`src/rtl/wb_group_arbiter.sv`:
```
// Round-robin arbiter sharing one writeback port among several multicycle units.
// The grant is combinational and acks the winner in the same cycle; the winner's packet is registered.
module wb_group_arbiter #(
  parameter int unsigned NUM_UNITS = 3,
  parameter int unsigned ID_W      = 3,
  parameter int unsigned DATA_W    = 32,
  parameter int unsigned CNT_W     = 16
) (
  input  logic                                clk,
  input  logic                                rst,
  input  logic [NUM_UNITS-1:0]                unit_done,
  input  logic [NUM_UNITS-1:0][ID_W-1:0]      unit_id,
  input  logic [NUM_UNITS-1:0][DATA_W-1:0]    unit_rd,
  output logic [NUM_UNITS-1:0]                unit_ack,
  output logic                                wb_valid,
  output logic [ID_W-1:0]                     wb_id,
  output logic [DATA_W-1:0]                   wb_data,
  output logic [CNT_W-1:0]                    conflict_count
);

  localparam int unsigned PTR_W = (NUM_UNITS > 1) ? $clog2(NUM_UNITS) : 1;
  localparam logic [PTR_W-1:0] LastIdx = PTR_W'(NUM_UNITS - 1);
  localparam logic [PTR_W:0]   NumUnitsW = (PTR_W + 1)'(NUM_UNITS);

  logic [PTR_W-1:0]  rr_ptr_q, rr_ptr_d;
  logic [PTR_W-1:0]  grant_idx;
  logic              grant_vld;
  logic              conflict;
  logic              wb_valid_q;
  logic [ID_W-1:0]   wb_id_q;
  logic [DATA_W-1:0] wb_data_q;
  logic [CNT_W-1:0]  conflict_q;

  // Scan from the pointer upward; ptr + k < 2*NUM_UNITS, so one subtraction wraps it.
  always_comb begin
    logic [PTR_W:0]   sum;
    logic [PTR_W-1:0] idx;
    grant_vld = 1'b0;
    grant_idx = '0;
    unit_ack  = '0;
    sum       = '0;
    idx       = '0;
    for (int unsigned k = 0; k < NUM_UNITS; k++) begin
      sum = {1'b0, rr_ptr_q} + (PTR_W + 1)'(k);
      if (sum >= NumUnitsW) begin
        sum = sum - NumUnitsW;
      end
      idx = sum[PTR_W-1:0];
      if (!grant_vld && unit_done[idx]) begin
        grant_vld     = 1'b1;
        grant_idx     = idx;
        unit_ack[idx] = 1'b1;
      end
    end
    if (rst) begin
      grant_vld = 1'b0;
      unit_ack  = '0;
    end
  end

  always_comb begin
    rr_ptr_d = rr_ptr_q;
    if (grant_vld) begin
      rr_ptr_d = (grant_idx == LastIdx) ? '0 : grant_idx + 1'b1;
    end
  end

  assign conflict = ($countones(unit_done) > 1);

  always_ff @(posedge clk) begin
    if (rst) begin
      rr_ptr_q   <= '0;
      wb_valid_q <= 1'b0;
      wb_id_q    <= '0;
      wb_data_q  <= '0;
      conflict_q <= '0;
    end else begin
      rr_ptr_q   <= rr_ptr_d;
      wb_valid_q <= grant_vld;
      if (grant_vld) begin
        wb_id_q   <= unit_id[grant_idx];
        wb_data_q <= unit_rd[grant_idx];
      end
      if (conflict && (conflict_q != '1)) begin
        conflict_q <= conflict_q + 1'b1;
      end
    end
  end

  assign wb_valid       = wb_valid_q;
  assign wb_id          = wb_id_q;
  assign wb_data        = wb_data_q;
  assign conflict_count = conflict_q;

  a_ack_onehot: assert property (@(posedge clk) $onehot0(unit_ack));
  a_ack_has_req: assert property (@(posedge clk) (unit_ack & ~unit_done) == '0);
  a_no_wb_after_rst: assert property (@(posedge clk) rst |=> !wb_valid);

endmodule

```
`config.mk`:
```
export PLATFORM = sky130hd
export DESIGN_NAME = wb_group_arbiter
export DESIGN_NICKNAME = d
export VERILOG_FILES = /design/src/rtl/wb_group_arbiter.sv
export SDC_FILE = /design/constraint.sdc
export NUM_CORES = 1
export LEC_CHECK = 0
export CAP_MARGIN = 25
export CORE_AREA = 2 2 66 131
export CTS_CLUSTER_SIZE = 20
export DETAILED_ROUTE_END_ITERATION = 7
export DIE_AREA = 0 0 68 133
export PLACE_DENSITY = 0.9
export SYNTH_ARGS = -nofsm -noshare
export SYNTH_HDL_FRONTEND = slang
export SYNTH_SLANG_ARGS = --single-unit
```
`constraint.sdc`:
```
create_clock -name clk -period 2.7 [get_ports clk]
set_input_delay 0.27 -clock clk [delete_from_list [all_inputs] [get_ports clk]]
set_output_delay 0.27 -clock clk [all_outputs]
set_load 0.1 [all_outputs]
```
==> results of run 1 <==
==> registers in the layout (all words and copies together) (netlist names) <==
| signal | count |
|---|---|
| wb_data | 32 |
| wb_id | 3 |
| conflict_count | 16 |
| rr_ptr_q | 2 |
| wb_valid | 1 |
==> worst max-delay path, delay by kind of cell (launching register included) <==
family | cells | cell delay (ns)
simple gates | 2 | 0.32
fa+ha+maj | 1 | 0.23
flops | 1 | 0.40
compound gates | 3 | 0.56
buf+inv | 3 | 0.44
==> Yosys cell counts (3+ instances only) <==
cell and count:
sky130_fd_sc_hd__xor2_1 9, sky130_fd_sc_hd__buf_6 3, sky130_fd_sc_hd__nand3b_1 4, sky130_fd_sc_hd__clkbuf_1 5
sky130_fd_sc_hd__o21ai_0 6, sky130_fd_sc_hd__nand3_1 4, sky130_fd_sc_hd__a32o_1 34, sky130_fd_sc_hd__nor2_1 23
sky130_fd_sc_hd__nand2_1 47, sky130_fd_sc_hd__dfxtp_1 54, sky130_fd_sc_hd__a21oi_1 5, sky130_fd_sc_hd__nor3b_1 3
sky130_fd_sc_hd__or2_0 7, sky130_fd_sc_hd__nand4_1 5, sky130_fd_sc_hd__buf_2 11, sky130_fd_sc_hd__mux2i_1 38
sky130_fd_sc_hd__buf_4 3, sky130_fd_sc_hd__ha_1 6, sky130_fd_sc_hd__or2_1 27, sky130_fd_sc_hd__xnor2_1 6
sky130_fd_sc_hd__inv_1 5, sky130_fd_sc_hd__nand2b_1 5, sky130_fd_sc_hd__buf_12 3
==> power groups by stage <==
stage	Clock (µW)	Sequential [µW]	Combinational (µW)
6_report	654	1260	5020
5_1_grt	705	1290	5290
4_1_cts	680	1260	5030
3_5_place_dp	0	1270	5020
3_3_place_gp	0	1260	4950
2_1_floorplan	0	3270	1900
==> area by class of cell <==
class / instances / area, µm² / share of cell area [%]
timing repair buffer: 178 / 1720 / 34.3
clock inverter: 2 / 12.5 / 0.250
multi-input combinational: 262 / 1920 / 38.2
clock buffer: 6 / 139 / 2.77
inverter: 6 / 22.5 / 0.449
tap: 98 / 123 / 2.45
sequential: 54 / 1080 / 21.6
==> cells by family after synthesis <==
family / Yosys count
AO/OA/AOI/OAI: 65
XOR/XNOR: 15
AND/OR/NAND/NOR: 137
buffers and inverters: 31
multiplexers: 39
adder cells (fa/ha/maj): 6
flip-flops: 54
==> how the worst max path moves through the flow <==
stage,to,slack (ns),cells after the start
finish,unit_ack[2],0.19,9
global route,wb_id[2],0.03,8
detailed placement,wb_data[27],0.07,9
CTS,wb_data[27],0.05,10
floorplan,unit_ack[1],-0.18,7
global placement,wb_data[27],0.13,9
==> through the flow <==
step	cells	hold slack (ns)	setup WS (ns)	area [µm²]	power, µW
global route	606	0.485	0.0283	5010	7290
finish	606	0.469	0.189	5010	6930
CTS	606	0.473	0.0486	5000	6970
global placement	598	0.448	0.126	4850	6220
detailed placement	598	0.456	0.0673	4850	6300
floorplan	347	0.466	-0.184	3180	5170
==> per-layer routing <==
metal  up-vias  global-route usage [%]
met5         -                       0
met4         0                    7.22
met3        13                    7.82
met2       164                    33.7
met1      1465                    21.2
li1       1567                       -
==> what timing repair did <==
| action | 4_1_cts | 5_1_grt |
|---|---|---|
| buffers inserted | 0 | 0 |
| gates resized for setup | 0 | 3 |
| hold buffers | 0 | 0 |
| setup endpoints to repair | 0 | 37 |
==> results.txt, run 1 <==
The flow ran to the end, and the final reports show no timing, DRC or antenna violations. For the final database, setup skew stands at 0.00261 ns. Wire segments on met3 add up to 1150 µm in the final route.

Ranked by total cell area, the synthesized netlist is headed by sky130_fd_sc_hd__dfxtp_1 34%, sky130_fd_sc_hd__mux2i_1 12%, sky130_fd_sc_hd__a32o_1 11%, sky130_fd_sc_hd__nand2_1 5.6%, sky130_fd_sc_hd__or2_1 5.3%. The upper clock frequency limit is 0.398 GHz, and the maximum fanout along the worst path is 5. The run gives 0.00812 mm² as the core footprint. The number of filler cells placed in the layout was 702; the global-route wire length before repair was 14200 µm. In the finished design, the share of the clock period the worst path needs comes to 93.0%. For flop-to-flop paths, the worst setup slack is 0.20 ns. The pin slew with the least headroom to its limit is 0.753 ns, and the clock share of power is 9.4%. Compared with the post-synthesis result, the final layout area differs by 58.4%. Post-synthesis instance total: 347. Counting I/O delays and the setup requirement, the final critical path takes 2.51 ns.

The synthesized netlist devotes 18.3% of its cell area to compound gates. Per report_power, the combinational group accounts for 72.4% of the total. The worst setup path is of the reg2out kind.

The average size of a mapped cell was 9.13 µm². The clock net in this run drives a total of 54 sinks. Summed over all nets, wire length on met2 after detailed routing comes to 4270 µm.

Setup repair after global routing left no endpoint under its margin. After detailed routing, the number of vias per cell comes to 5.30. In the routed design, unresolved DRC markers number 0. Tracing the worst setup path back leads to its startpoint at rr_ptr_q[1].

The remaining global-route overflow was 0. The top cell types in the final layout, fill and taps aside, are 109 x sky130_fd_sc_hd__clkdlybuf4s50_1, 60 x sky130_fd_sc_hd__buf_4, 54 x sky130_fd_sc_hd__dfxtp_1. Summed over all instances, the cell type with the most area after synthesis is sky130_fd_sc_hd__dfxtp_1. The initial core utilization is 39.0%, and the post-synthesis share of cell area spent on xor and xnor gates is 4.15%.

The critical-path cell with the highest stage delay is sky130_fd_sc_hd__dfxtp_1. The overall routed net length was 8860 µm. The detailed router placed 3209 vias in this run. For the worst-skew pair, the clock arrives at the later sink with an insertion delay of 0.29 ns. The synthesized netlist devotes 21.8% of its cell area to simple gates. The floorplan has 47 rows. The number of antenna diodes in the final layout is 0. The path with the worst hold slack has its endpoint at wb_data[19].

After detailed routing, no signal wire sits above met4. For this run, the total global-route usage over all layers was measured as 19.8%. The starting DRC count in detailed routing came out at 125. The fraction of synthesis flops using an asynchronous set or reset pin is 0%. In this run the worst hold path is classified as reg2reg. For this run, the post-layout net count is 623. The tools report the critical path endpoint category as an output port. The cell-internal power was 3060 µW. During placement, the flow inserted port buffers numbering 164.

The run gives 0 as the final hold violation count. 165 I/O pins were placed. In the final layout, the share of cells above drive strength 1 is 19.1%. Initial antenna violation count: 0. In the final timing run, aggregate negative setup slack is 0 ns.

The chip width was 68 µm. The reg-to-reg critical path endpoint is wb_data[28]. The worst reg2reg path depth came out at 10. STA puts the critical path data required time at 2.43 ns. Most frequently used flop master after synthesis: sky130_fd_sc_hd__dfxtp_1. Net switching is 55.9% of the power. The worst register-to-register path begins at rr_ptr_q[1]. The number of nets with antenna violations after routing came out at 0. The HPWL after detailed placement is 6880 µm.

The floorplan die area was 0.00904 mm². After clock tree synthesis, the clock-pin slew on the worst setup and hold paths is 0.07 ns. The run gives 0 as the yosys synthesis warning count. The area share of the leading cell type in the synthesized netlist came out at 34.1%.

Counting the buffers created by CTS gives 5. The worst pin sits at a relative slew slack of 49.8%. Sequential fraction of the synthesis area: 34.1%.

The utilization after layout is 61.8%, and the synthesized net count is 463. For the combined area of all synthesized cells, the log shows 0.00317 mm². The logs give 2.24 ns for the data arrival time at the worst-slack endpoint and 51 for the number of different library cells in the post-synthesis netlist.

The pre-antenna-repair detailed-routing pass consisted of 4 iterations. After Yosys synthesis, full adders, half adders and majority gates account for 2.37% of the synthesized area. The die outline height was 133 µm; the power density over the cells was 1380 mW/mm².

TritonCTS built the clock tree. Routability-driven placement finished with a final weighted congestion of 0.912. Sequential cells burn 18.1% of the power. The logs give 3234 for the via count of the first global-routing pass and 0.00202 µW for the leakage power figure. The worst-case IR drop observed on VDD is 658 µV. Across the run, the number of max-cap violations was 0. The hold path startpoint is wb_data[19]. The number of stages on the worst hold path came out at 1.

By area, the combinational part of the netlist is dominated by simple AND/OR/NAND/NOR gates. The tools report the deepest clock path buffer count as 2. The signal on the critical path passes through inv_1, ha_2, buf_4, nand3b_1, o21ai_1, a221o_2, o21ai_0, nor2_2, buf_12. Largest net degree at the start of global routing: 37. In this run, synthesis inferred 0 flip-flops with an integrated enable. The startpoint kind of the worst setup timing path was a flip-flop. The detailed router put a total of 3270 µm of wire on met1. Setup violations remaining at the end of the flow were counted as 0. The number of max-slew violations in the final report is 0. The library cell used most frequently in the layout, excluding fill and tap cells, is sky130_fd_sc_hd__clkdlybuf4s50_1. Clock tree root buffer cell: sky130_fd_sc_hd__clkbuf_16.

In this run, synthesis produced a sequential element count of 54. The post-detailed-route wirelength per cell came out at 14.6 µm. Summed over all nets, the switching power comes to 3870 µW. The CTS H-tree depth was 2; the share of synthesized area spent on multiplexers was 12.4%. The highest cell delay on the worst timing path came out at 0.40 ns.
Power figures use the tool's default switching activity.
==> run 2, diff against run 1 <==
- ABC_AREA: unset -> 1
- CORE_AREA: 2 2 66 131 -> 2 2 70 139
- DIE_AREA: 0 0 68 133 -> 0 0 72 141
- HOLD_SLACK_MARGIN: unset -> 0.05
- PLACE_DENSITY: 0.9 -> 0.91
==> results.txt, run 2 <==
The run finished with clean final reports. The critical path endpoint category was an output port. Combined area of all synthesized cells: 0.00392 mm² (+24%).

The data arrival time at the worst-slack endpoint is 2.23 ns (about the same). The minimum clock period is 2.50 ns (-0.00732 ns). The remaining design rule violation count was 0 (unchanged). The signal on the critical path passes through inv_1, ha_4, inv_2, nand2_1, nand3_2, nand2_2, nand2_4, nor2_8, nand2_1, a31oi_2, buf_12.

The highest cell delay on the worst timing path is 0.40 ns (about the same). The final hold violation count was 0 (unchanged). The global routing stage identified its most utilized layer as met2. The cell sitting at the root of the clock tree is a sky130_fd_sc_hd__clkbuf_16.

The tools report the pre-CTS setup slack as 0.127 ns (+0.0595 ns). The remaining global-route overflow was 0 (unchanged). The leading cell type in the layout, fill and taps excluded is sky130_fd_sc_hd__clkdlybuf4s50_1.

The met3 layer usage reported by global route is 4.22% (-3.6 points), and the number of rows created at floorplan is 50 (+6.4%). The initial antenna violation count is 0 (unchanged), and the CTS H-tree depth is 2 (unchanged). TritonCTS built the clock tree. Maximum fanout along the worst path: 9 (+4).

Setup repair after global routing left no endpoint under its margin. The sequential fraction of the synthesis area was 27.6% (-6.6 points). The buffering stage count on the worst path with inverters included is 3 (unchanged). The met1 layer usage reported by global route is 28.9% (+7.6 points), and the floorplan die area is 0.0102 mm² (+12%). The final setup violation count was 0 (unchanged); the flip-flop count of the largest register, all copies and words added was 32 (unchanged). The part of the cycle the worst path needs is 92.7% (-0.27 points).

The chip width is 72 µm (+5.9%), and the last weighted congestion value of the routability-driven placer is 0.955 (+4.7%). The global routing usage summed across all routing layers came out at 22.9% (+3.1 points). The number of antenna cells inserted came out at 0 (unchanged). The routed via count was 4213 (+31%); the total of flip-flops plus latches after synthesis was 54 (unchanged).

For the number of sinks on the clock net, the log shows 54 (unchanged). The die outline height works out to 141 µm (+6.0%). The run gives 811 (+30%) as the final layout net count.

Post-detailed-placement half-perimeter wirelength: 8360 µm (+22%). Number of max-slew violations in the final report: 0 (unchanged). Number of enable-type register cells in the synthesized netlist: 0 (unchanged). The fraction of synthesis flops using an asynchronous set or reset pin is 0% (unchanged).

For the final worst-path setup slack, the log shows 0.197 ns (+0.00732 ns). For the number of hold-repair buffers added at the cts stage, the log shows 0 (unchanged). The largest net degree at the start of global routing is 41 (+11%), and the relative area change from synthesis to final layout is 44.2%.

The clock insertion delay at the later pin of the skew report was 0.30 ns (about the same). The fraction of final layout cells with drive strength greater than 1 was 27.0% (+7.9 points). The upper clock frequency limit came out at 0.399 GHz (+0.29%). The most frequently used flop master after synthesis is sky130_fd_sc_hd__dfxtp_1. In the synthesized netlist, the cells that appear most often are 90 x sky130_fd_sc_hd__inv_1, 56 x sky130_fd_sc_hd__nand2_1, 54 x sky130_fd_sc_hd__a21oi_1, 54 x sky130_fd_sc_hd__dfxtp_1, 54 x sky130_fd_sc_hd__nand3_1. The overall routed net length was 11900 µm (+34%); the number of different library cells in the post-synthesis netlist was 35 (-31%). The average size of a mapped cell was 7.16 µm² (-22%). The tightest min-delay check is of the reg2reg type. Number of nets with antenna violations after routing: 0 (unchanged). The post-synthesis instance total was 548 (+58%). The total CTS buffers came out at 5 (unchanged).

The startpoint kind of the worst setup timing path is a flip-flop. The register area came out at 0.00108 mm² (unchanged). The global-route wire length before repair came out at 18800 µm (+32%).

The pin slew with the least headroom to its limit is 0.598 ns (-0.155 ns), and the via count of the first global-routing pass is 3986 (+23%). The cell repeated most along the worst path was sky130_fd_sc_hd__nand2_1. The worst clock skew came out at 0.00761 ns (+0.00500 ns).

Critical-path cell with the highest stage delay: sky130_fd_sc_hd__dfxtp_1. The logs give 165 (unchanged) for the number of placed I/O pins and 0 (unchanged) for the number of maximum-capacitance constraint violations. The number of filler cells placed in the layout is 773 (+10%). The yosys synthesis warning count was 0 (unchanged). The most common cell in the synthesized netlist is sky130_fd_sc_hd__inv_1.

The run gives 37.7% (+4.0 points) as the fraction of met2 tracks used by global routing. Leaving out fill and tap cells, the most frequent cells in the layout are 109 x sky130_fd_sc_hd__clkdlybuf4s50_1, 90 x sky130_fd_sc_hd__inv_1, 57 x sky130_fd_sc_hd__buf_4. Multi-input logic area: 0.00230 mm² (+20%). Kind of critical path: reg2out. By area the synthesized netlist is led by sky130_fd_sc_hd__dfxtp_1 28%, sky130_fd_sc_hd__nand3_2 8.7%, sky130_fd_sc_hd__inv_1 8.6%, sky130_fd_sc_hd__a21oi_1 6.9%, sky130_fd_sc_hd__nand3_1 6.9%. Remaining max-slew budget at the tightest pin: 60.1% (+10 points). The number of buffers inserted by port buffering is 164 (unchanged), and the area share of the leading cell type in the synthesized netlist is 27.6% (-6.6 points). The clock transition time at the flip-flop clock pins of the worst setup and hold paths works out to 0.07 ns (about the same).

The logs give 5 (+1) for the detailed-router iteration count before antenna repair and 2 (unchanged) for the deepest clock path buffer count. Initial core utilization: 42.7% (+3.6 points). The logs give 0 ns (unchanged) for the total negative slack and 0.00920 mm² (+13%) for the core footprint. Grouping stages by cell kind, the critical path spends the most delay in simple AND/OR/NAND/NOR gates. The starting DRC count in detailed routing is 319 (+160%), and the via count normalized by instance count is 5.27 (-0.55%).

The post-detailed-route wirelength per cell is 14.8 µm (+1.4%), and the critical path data required time is 2.43 ns (about the same). For the synthesized net count, the log shows 664 (+43%). Most area-hungry cell type in the Yosys netlist: sky130_fd_sc_hd__dfxtp_1.
==> run 2: changes by cell type after synthesis, moves of 7 or more <==
| cell | previous run | this run |
|---|---|---|
| sky130_fd_sc_hd__or2_0 | 7 | 0 |
| sky130_fd_sc_hd__a21oi_1 | 5 | 54 |
| sky130_fd_sc_hd__nand2_2 | 0 | 33 |
| sky130_fd_sc_hd__inv_1 | 5 | 90 |
| sky130_fd_sc_hd__nand2_1 | 47 | 56 |
| sky130_fd_sc_hd__nor3_1 | 2 | 11 |
| sky130_fd_sc_hd__or2_1 | 27 | 0 |
| sky130_fd_sc_hd__mux2i_1 | 38 | 0 |
| sky130_fd_sc_hd__nand3_1 | 4 | 54 |
| sky130_fd_sc_hd__nand3_2 | 0 | 34 |
| sky130_fd_sc_hd__o21ai_0 | 6 | 43 |
| sky130_fd_sc_hd__a32o_1 | 34 | 0 |
| sky130_fd_sc_hd__a21oi_2 | 0 | 29 |
==> run 2: cell families (layout without fill, tap and decap cells) <==
logic type	count (synthesis)	after routing	synth area share (%)
buffers and inverters	126	274	14.7
AO/OA/AOI/OAI	135	135	20.8
adder cells (fa/ha/maj)	6	6	1.91
flip-flops	54	54	27.6
AND/OR/NAND/NOR	219	219	33.3
XOR/XNOR	8	8	1.79
==> run 2: per-stage QoR <==
stage	area, µm²	instances	util, %	hold WS, ns
floorplan	3940	548	-	0.465
global placement	5470	792	59.5	0.474
detailed placement	5470	792	59.5	0.487
CTS	5640	800	61.3	0.498
global route	5660	800	61.5	0.538
finish	5660	800	61.5	0.490
==> run 2: path summary, 6_finish.rpt <==
kind                                    startpoint                 end  slack (ns)  depth (start not counted)
worst min-delay path            conflict_count[13]  conflict_count[13]        0.49                          2
worst min register to register  conflict_count[13]  conflict_count[13]        0.49                          2
worst max-delay path                   rr_ptr_q[0]         unit_ack[1]        0.20                         11
worst max register to register         rr_ptr_q[1]          wb_data[2]        0.28                         12
==> run 2: cell type report <==
type | instances | area share (%)
Clock inverter | 2 | 0.664
Multi-Input combinational cell | 368 | 40.6
Clock buffer | 6 | 2.28
Tap cell | 104 | 2.30
Sequential cell | 54 | 19.1
Timing Repair Buffer | 171 | 28.6
Inverter | 95 | 6.39
==> run 2: worst reg2reg max path, delay by kind of cell (launching register included) <==
| family | cells | cell delay, ns |
|---|---|---|
| adder cells (fa/ha/maj) | 1 | 0.28 |
| flip-flops | 1 | 0.43 |
| buffers and inverters | 2 | 0.22 |
| AND/OR/NAND/NOR | 8 | 1.30 |
| AO/OA/AOI/OAI | 1 | 0.08 |
==> run 2: what timing repair did <==
action	4_1_cts	5_1_grt
gates cloned	0	0
endpoints found under the setup margin	1	4
endpoints found under the hold margin	0	0
resized for setup	1	2
setup buffers	0	0
==> run 2: per-layer routing <==
metal	vias to the layer above	part of all wire (%)
met2	208	48
met4	0	2.1
met1	1915	41
met5	-	0
met3	14	8.5
li1	2076	-
Power of run 2 is not shown: default switching activity piles up to over one toggle a cycle in this logic, so the estimate is an artifact.
